$ cat src/rtl/waveform_capture_pkg.sv
// ============================================================================
// Module  : waveform_capture_pkg
// Brief   : Register addresses, bit positions and sample width shared by the
//           waveform capture peripheral.
// Rev     : 1.0  initial release
// ============================================================================
`default_nettype none

package waveform_capture_pkg;

    localparam int SAMPLE_W = 10;

    localparam logic [1:0] ADDR_CTRL   = 2'd0;
    localparam logic [1:0] ADDR_CFG    = 2'd1;
    localparam logic [1:0] ADDR_STATUS = 2'd2;
    localparam logic [1:0] ADDR_DATA   = 2'd3;

    localparam int CTRL_RUN   = 0;
    localparam int CTRL_IRQEN = 1;
    localparam int CTRL_FLUSH = 2;

    localparam int ST_EMPTY   = 16;
    localparam int ST_FULL    = 17;
    localparam int ST_OVF     = 18;
    localparam int ST_IRQ     = 19;

    localparam int DATA_VALID = 31;

endpackage

`default_nettype wire

$ cat src/rtl/waveform_capture_if.sv
// ============================================================================
// Module  : waveform_capture_if
// Brief   : Avalon-MM slave bus bundle (zero wait states, read latency 0).
// Rev     : 1.0  initial release
// ============================================================================
`default_nettype none

interface waveform_capture_if;
    logic        ChipSelect;
    logic        Write;
    logic        Read;
    logic [1:0]  Address;
    logic [31:0] WriteData;
    logic [31:0] ReadData;

    modport master (
        output ChipSelect, Write, Read, Address, WriteData,
        input  ReadData
    );

    modport slave (
        input  ChipSelect, Write, Read, Address, WriteData,
        output ReadData
    );
endinterface

`default_nettype wire

$ cat src/rtl/waveform_capture_fifo.sv
// ============================================================================
// Module  : capture_fifo
// Brief   : Synchronous FIFO with flush; pointers carry one extra wrap bit so
//           full and empty are distinguishable.
// Rev     : 1.0  initial release
// ============================================================================
`default_nettype none

module capture_fifo #(
    parameter int DEPTH = 64,
    parameter int LW    = 9,
    parameter int W     = 10
) (
    input  wire logic          clk,
    input  wire logic          rst_n,
    input  wire logic          i_push,
    input  wire logic          i_pop,
    input  wire logic          i_flush,
    input  wire logic [W-1:0]  i_data,
    output logic               o_full,
    output logic               o_empty,
    output logic [LW-1:0]      o_level,
    output logic [W-1:0]       o_head
);

    localparam int            AW     = $clog2(DEPTH);
    localparam logic [LW-1:0] c_FULL = LW'(DEPTH);

    logic [W-1:0]  r_mem [DEPTH];
    logic [LW-1:0] r_wr_ptr;
    logic [LW-1:0] r_rd_ptr;
    logic [LW-1:0] w_level;
    logic          w_full;
    logic          w_empty;
    logic          w_pop_ok;
    logic          w_push_ok;

    assign w_level   = r_wr_ptr - r_rd_ptr;
    assign w_full    = (w_level == c_FULL);
    assign w_empty   = (w_level == '0);
    assign w_pop_ok  = i_pop & ~w_empty;
    // A pop in the same cycle frees the slot, so a full FIFO still accepts it.
    assign w_push_ok = i_push & (~w_full | w_pop_ok);

    always_ff @(posedge clk or negedge rst_n) begin
        if (!rst_n) begin
            r_wr_ptr <= '0;
            r_rd_ptr <= '0;
        end else if (i_flush) begin
            r_wr_ptr <= '0;
            r_rd_ptr <= '0;
        end else begin
            if (w_push_ok) r_wr_ptr <= r_wr_ptr + LW'(1);
            if (w_pop_ok)  r_rd_ptr <= r_rd_ptr + LW'(1);
        end
    end

    always_ff @(posedge clk) begin
        if (w_push_ok && !i_flush) r_mem[r_wr_ptr[AW-1:0]] <= i_data;
    end

    assign o_full  = w_full;
    assign o_empty = w_empty;
    assign o_level = w_level;
    assign o_head  = r_mem[r_rd_ptr[AW-1:0]];

endmodule

`default_nettype wire

$ cat src/rtl/waveform_capture.sv
// ============================================================================
// Module  : waveform_capture
// Brief   : Avalon-MM peripheral sampling a waveform bus at a programmable
//           rate into a FIFO, with threshold/overflow interrupt.
// Rev     : 1.0  initial release
// ============================================================================
`default_nettype none

module waveform_capture
    import waveform_capture_pkg::*;
#(
    parameter int DEPTH = 64,
    parameter int LW    = 9
) (
    input  wire logic                Clk,
    input  wire logic                ResetN,
    waveform_capture_if.slave        avs,
    input  wire logic [SAMPLE_W-1:0] iData_sample,
    output logic                     irq
);

    logic          r_run;
    logic          r_irq_en;
    logic [15:0]   r_div;
    logic [7:0]    r_thr;
    logic [15:0]   r_cnt;
    logic          r_ovf;
    logic          r_irq;

    logic          w_wr;
    logic          w_wr_ctrl;
    logic          w_wr_cfg;
    logic          w_wr_status;
    logic          w_pop;
    logic          w_flush;
    logic          w_tick;
    logic          w_ovf_set;
    logic          w_irq_en_nxt;
    logic          w_thr_hit;
    logic          w_full;
    logic          w_empty;
    logic [LW-1:0] w_level;
    logic [SAMPLE_W-1:0] w_head;
    logic [31:0]   w_rdata;
    logic          w_unused;

    assign w_wr        = avs.ChipSelect & avs.Write;
    assign w_wr_ctrl   = w_wr & (avs.Address == ADDR_CTRL);
    assign w_wr_cfg    = w_wr & (avs.Address == ADDR_CFG);
    assign w_wr_status = w_wr & (avs.Address == ADDR_STATUS);
    assign w_pop       = avs.ChipSelect & avs.Read & (avs.Address == ADDR_DATA);
    assign w_flush     = w_wr_ctrl & avs.WriteData[CTRL_FLUSH];

    // A CFG write restarts the sampling period and suppresses that cycle's tick.
    assign w_tick    = r_run & ~w_wr_cfg & (r_cnt == r_div);
    assign w_ovf_set = w_tick & w_full & ~w_pop & ~w_flush;

    assign w_irq_en_nxt = w_wr_ctrl ? avs.WriteData[CTRL_IRQEN] : r_irq_en;
    assign w_thr_hit    = (r_thr != 8'd0) && (16'(w_level) >= 16'(r_thr));

    capture_fifo #(
        .DEPTH (DEPTH),
        .LW    (LW),
        .W     (SAMPLE_W)
    ) u_fifo (
        .clk     (Clk),
        .rst_n   (ResetN),
        .i_push  (w_tick),
        .i_pop   (w_pop),
        .i_flush (w_flush),
        .i_data  (iData_sample),
        .o_full  (w_full),
        .o_empty (w_empty),
        .o_level (w_level),
        .o_head  (w_head)
    );

    always_ff @(posedge Clk or negedge ResetN) begin
        if (!ResetN) begin
            r_run    <= 1'b0;
            r_irq_en <= 1'b0;
            r_div    <= '0;
            r_thr    <= '0;
        end else begin
            if (w_wr_ctrl) begin
                r_run    <= avs.WriteData[CTRL_RUN];
                r_irq_en <= avs.WriteData[CTRL_IRQEN];
            end
            if (w_wr_cfg) begin
                r_div <= avs.WriteData[15:0];
                r_thr <= avs.WriteData[23:16];
            end
        end
    end

    always_ff @(posedge Clk or negedge ResetN) begin
        if (!ResetN) begin
            r_cnt <= '0;
        end else if (w_wr_cfg || !r_run || w_tick) begin
            r_cnt <= '0;
        end else begin
            r_cnt <= r_cnt + 16'd1;
        end
    end

    always_ff @(posedge Clk or negedge ResetN) begin
        if (!ResetN) begin
            r_ovf <= 1'b0;
            r_irq <= 1'b0;
        end else begin
            if (w_ovf_set) begin
                r_ovf <= 1'b1;
            end else if (w_wr_status && avs.WriteData[ST_OVF]) begin
                r_ovf <= 1'b0;
            end
            r_irq <= w_irq_en_nxt & (w_thr_hit | r_ovf);
        end
    end

    always_comb begin
        w_rdata = '0;
        case (avs.Address)
            ADDR_CTRL: begin
                w_rdata[CTRL_RUN]   = r_run;
                w_rdata[CTRL_IRQEN] = r_irq_en;
            end
            ADDR_CFG: begin
                w_rdata[23:0] = {r_thr, r_div};
            end
            ADDR_STATUS: begin
                w_rdata[LW-1:0] = w_level;
                w_rdata[ST_EMPTY] = w_empty;
                w_rdata[ST_FULL]  = w_full;
                w_rdata[ST_OVF]   = r_ovf;
                w_rdata[ST_IRQ]   = r_irq;
            end
            ADDR_DATA: begin
                if (!w_empty) begin
                    w_rdata[DATA_VALID]     = 1'b1;
                    w_rdata[SAMPLE_W-1:0] = w_head;
                end
            end
            default: w_rdata = '0;
        endcase
    end

    assign avs.ReadData = w_rdata;
    assign irq          = r_irq;
    assign w_unused     = ^avs.WriteData[31:24];

endmodule

`default_nettype wire

$ cat src/flat_wrapper.sv
// flat-port wrapper written by rule: the top's interface ports become plain ports
module waveform_capture_flat import waveform_capture_pkg::*;
#(
    parameter int DEPTH = 64,
    parameter int LW    = 9
)
  (Clk, ResetN, iData_sample, irq, avs_ChipSelect, avs_Write, avs_Read, avs_Address, avs_WriteData, avs_ReadData);
  waveform_capture_if avs_i ();
  input  wire logic Clk;
  input  wire logic ResetN;
  input  wire logic [SAMPLE_W-1:0] iData_sample;
  output logic irq;
  input wire logic [$bits(avs_i.ChipSelect)-1:0] avs_ChipSelect;
  input wire logic [$bits(avs_i.Write)-1:0] avs_Write;
  input wire logic [$bits(avs_i.Read)-1:0] avs_Read;
  input wire logic [$bits(avs_i.Address)-1:0] avs_Address;
  input wire logic [$bits(avs_i.WriteData)-1:0] avs_WriteData;
  output wire logic [$bits(avs_i.ReadData)-1:0] avs_ReadData;
  assign avs_i.ChipSelect = avs_ChipSelect;
  assign avs_i.Write = avs_Write;
  assign avs_i.Read = avs_Read;
  assign avs_i.Address = avs_Address;
  assign avs_i.WriteData = avs_WriteData;
  assign avs_ReadData = avs_i.ReadData;
  waveform_capture #(.DEPTH(DEPTH), .LW(LW)) u_core (.Clk(Clk), .ResetN(ResetN), .avs(avs_i), .iData_sample(iData_sample), .irq(irq));
endmodule
$ cat config.mk
export PLATFORM = sky130hd
export DESIGN_NAME = waveform_capture_flat
export DESIGN_NICKNAME = d
export VERILOG_FILES = /design/src/rtl/waveform_capture_pkg.sv /design/src/rtl/waveform_capture_if.sv /design/src/rtl/waveform_capture_fifo.sv /design/src/rtl/waveform_capture.sv /design/src/flat_wrapper.sv
export SDC_FILE = /design/constraint.sdc
export NUM_CORES = 1
export LEC_CHECK = 0
export ABC_AREA = 1
export CAP_MARGIN = 20
export CORE_AREA = 2 2 168 334
export DETAILED_ROUTE_END_ITERATION = 6
export DIE_AREA = 0 0 170 336
export PLACE_DENSITY = 0.73
export SETUP_SLACK_MARGIN = 0.1
export SYNTH_ARGS = -nofsm -noshare
export SYNTH_HDL_FRONTEND = slang
export SYNTH_SLANG_ARGS = --single-unit
$ cat constraint.sdc
create_clock -name Clk -period 3.3 [get_ports Clk]
set_input_delay 0.66 -clock Clk [delete_from_list [all_inputs] [get_ports Clk]]
set_output_delay 0.66 -clock Clk [all_outputs]
set_load 0.02 [all_outputs]
==> metrics.cfg <==
[synthesis]
synth.largest_area_cell = edfxtp_1
synthArstFlopShare = 0.0883
synth.most_common_cell = nand2_1
yosys.area_share.adder = 0.0102
synth.distinct_cells = 42
synth_xor_area_frac = 0.00899
ys_ff_latch = 702
synth_common_cells = nand2_1 (963), edfxtp_1 (640), nand3_1 (491), nor2_1 (138), a21oi_1 (81)
ys_top_cells_by_area = edfxtp_1 (64%), nand2_1 (12%), nand3_1 (8.1%)
synth-simple-area-share = 0.236
synth_top_family_by_area = simple AND/OR/NAND/NOR gates
synthMuxAreaShare = 0
ys_warn_count = 0
synth_ff_type = edfxtp_1
synth_top_area_frac = 0.636
synth_compound_area_frac = 0.0227
seq_area_frac_synth = 0.687
avgSynthCellArea_um2 = 10.8
syn_inst = 2794
synth_area_um2 = 30200
synth-edff-count = 640

[placed_design]
place_area_um2 = 33200
numPortBuffers = 66
place_hpwl_mm = 56.6
post-place-cells = 3628
gp_congestion = 0.966

[global_routing]
antenna_found_initial = 3
gr-usage-all-layers = 0.308
grt-ovfl-total = 0
grt_pass1_vias = 22316
grt_max_degree = 51
grt_pass1_wl_mm = 130

[power]
power_uw = 26600
power.leakage_uw = 0.0140
ir_worst_vdd_mv = 0.392
power_density_nw_per_um2 = 735

[job]
max_cap_violations = 0

[detailed_routing]
remaining_drc_errors = 0
dr.pass1.iters = 5
post_drt_wl_per_cell_um = 23.2
vias_per_cell = 5.92
wl_mm = 87.4
first_iter_violations = 2045
dr_total_vias = 22280
antenna_left = 0

[cells_and_area]
nNetsFinal = 3112
drive_above_1_share = 0.171
fin_util = 0.664
stdcell_count = 3762
nFillCells = 3851
syn_to_final_growth_pct = 19.8
fin_area_um2 = 36200

[clocking]
clockBufferDepth = 3
clk_latency_ns = 0.61
cts-htree-levels = 2
root_buffer = clkbuf_16
holdBufCountCts = 0
cts_tree = built
cts_inserted_buffers = 57
numClockSinks = 702
clk_transition_reported_paths_ns = 0.07

[timing]
layout_setup_ws_ns = -0.319
drv_slew = 0
max_clock_freq_ghz = 0.276
setup_tns_ns = -3.51
skew_ns = 0.0159
period_minus_slack_ns = 3.62
hold_viol = 0
max_slew.worst_pin.slew_ns = 1.01
slew-limit-headroom = 0.328
setup_viol = 13
final.period_utilization = 1.10
rsz0062_at_grt = yes

[critical_path]
critPathMaxStageDelay_ns = 0.52
critPathKind = reg2out
end_kind = primary output
crit_start = u_core.u_fifo.r_rd_ptr[1]
crit_arrival_ns = 2.96
cp_common_cell = nand2_2
crit_required_ns = 2.64
r2r-start = u_core.u_fifo.r_rd_ptr[1]
crit_fanout = 4
startpoint_type = flip-flop
crit_slowest_cell = dfrtp_4
cp_cell_sequence = buf_6 > fa_2 > inv_2 > nand3_2 > nand2_2 > nand2_2 > nand2_2 > nand2_2 > nand2_2 > nor2_4 > a21boi_4 > buf_6 > nand3_4 > a21oi_4 > buf_6

[floorplanning]
io_pins = 82
rows = 121
die_w_um = 170
core_um2 = 54500
initial_core_util = 0.554
dieHeight_um = 336
fp.dieArea_um2 = 57100

[status]
outcome = finished, violations left
violations = setup timing

[min_path]
hold_class = in2async

-- kinds of logic (layout without fill, tap and decap cells) --
family / count (synthesis) / after routing
simple gates: 1656 / 1656
flops: 702 / 702
buf+inv: 249 / 532
compound gates: 131 / 131
xor+xnor: 31 / 31
fa+ha+maj: 24 / 24
other cells: 1 / 10
-- critical path, delay by kind of cell, from the launching register on --
kind | cells | cell delay (ns)
buf+inv | 4 | 0.47
compound gates | 2 | 0.40
fa+ha+maj | 1 | 0.37
simple gates | 8 | 0.57
flops | 1 | 0.52
-- worst paths after layout --
path	to	slack, ns	cells past startpoint
max	avs_ReadData[5]	-0.32	15
max reg2reg	u_core.u_fifo.r_mem[24][8]	0.22	17
max in group asynchronous	u_core.r_irq_en	2.20	2
min in group Clk	u_core.u_fifo.r_mem[51][7]	0.38	1
min reg2reg	u_core.irq	0.54	2
min	u_core.r_cnt[1]	0.20	1
-- metal layers --
metal,global-route usage,wire length (um)
met1,0.320,28100
met4,0.266,8290
met5,0,15
met3,0.0434,5480
met2,0.542,45500
-- where the power goes --
part / switching (uW) / total [uW] / internal, uW / leakage (uW)
registers: 129 / 9940 / 9810 / 0.00655
logic: 6330 / 9820 / 3490 / 0.00657
clock network: 3080 / 6840 / 3750 / 0.000890
total: 9550 / 26600 / 17100 / 0.0140
-- area by class of cell --
class	count	area, um2	area share
flip-flops and latches	702	20800	0.574
inverters	95	390	0.0108
diodes	3	7.51	0.000207
repair buffers	334	3400	0.0940
clock inverters	32	350	0.00968
clock buffers	71	1490	0.0411
well taps	676	846	0.0234
multi-input cells	1849	8930	0.247
-- repair_timing --
| item | in CTS | in global routing |
|---|---|---|
| resized for setup | 171 | 67 |
| buffers inserted | 13 | 5 |
| endpoints found under the setup margin | 13 | 88 |
| hold endpoints to repair | 0 | 0 |
| gates cloned | 8 | 3 |
| pin swaps | 37 | 24 |
-- state kept, by name, indices dropped and copies added, names as in the netlist --
name	cells
u_core.r_irq_en	1
u_core.r_thr	8
u_core.r_cnt	16
u_core.r_ovf	1
u_core.u_fifo.r_mem	640
u_core.irq	1
u_core.r_run	1
u_core.r_div	16
u_core.u_fifo.r_rd_ptr	9
u_core.u_fifo.r_wr_ptr	9
-- metrics by stage --
stage / worst slack (ns) / hold WS [ns]
floorplan: 0.150 / 0.364
global placement: -0.381 / 0.516
detailed placement: -0.414 / 0.525
CTS: -0.352 / 0.205
global route: -0.429 / 0.251
finish: -0.319 / 0.205
-- placed cells by master (no fill, tap or decap), types with 9 or more instances in the layout --
| cell | count |
|---|---|
| clkbuf_1 | 13 |
| buf_2 | 11 |
| a21oi_2 | 13 |
| nor2_1 | 112 |
| clkinv_2 | 9 |
| nand3_1 | 462 |
| edfxtp_1 | 640 |
| inv_2 | 16 |
| buf_16 | 11 |
| nor2_4 | 16 |
| buf_6 | 24 |
| a21oi_1 | 65 |
| dfrtp_1 | 58 |
| buf_12 | 29 |
| nand2_1 | 937 |
| clkbuf_16 | 60 |
| nand2_2 | 29 |
| ha_1 | 21 |
| o21ai_0 | 31 |
| clkdlybuf4s50_1 | 36 |
| nand4_1 | 22 |
| nand3_2 | 28 |
| nor2_2 | 16 |
| xnor2_1 | 16 |
| buf_4 | 211 |
| clkinv_1 | 9 |
| nor3_1 | 12 |
| xor2_1 | 14 |
| o21ai_1 | 9 |
| inv_1 | 76 |
Power figures use the tool's default switching activity.
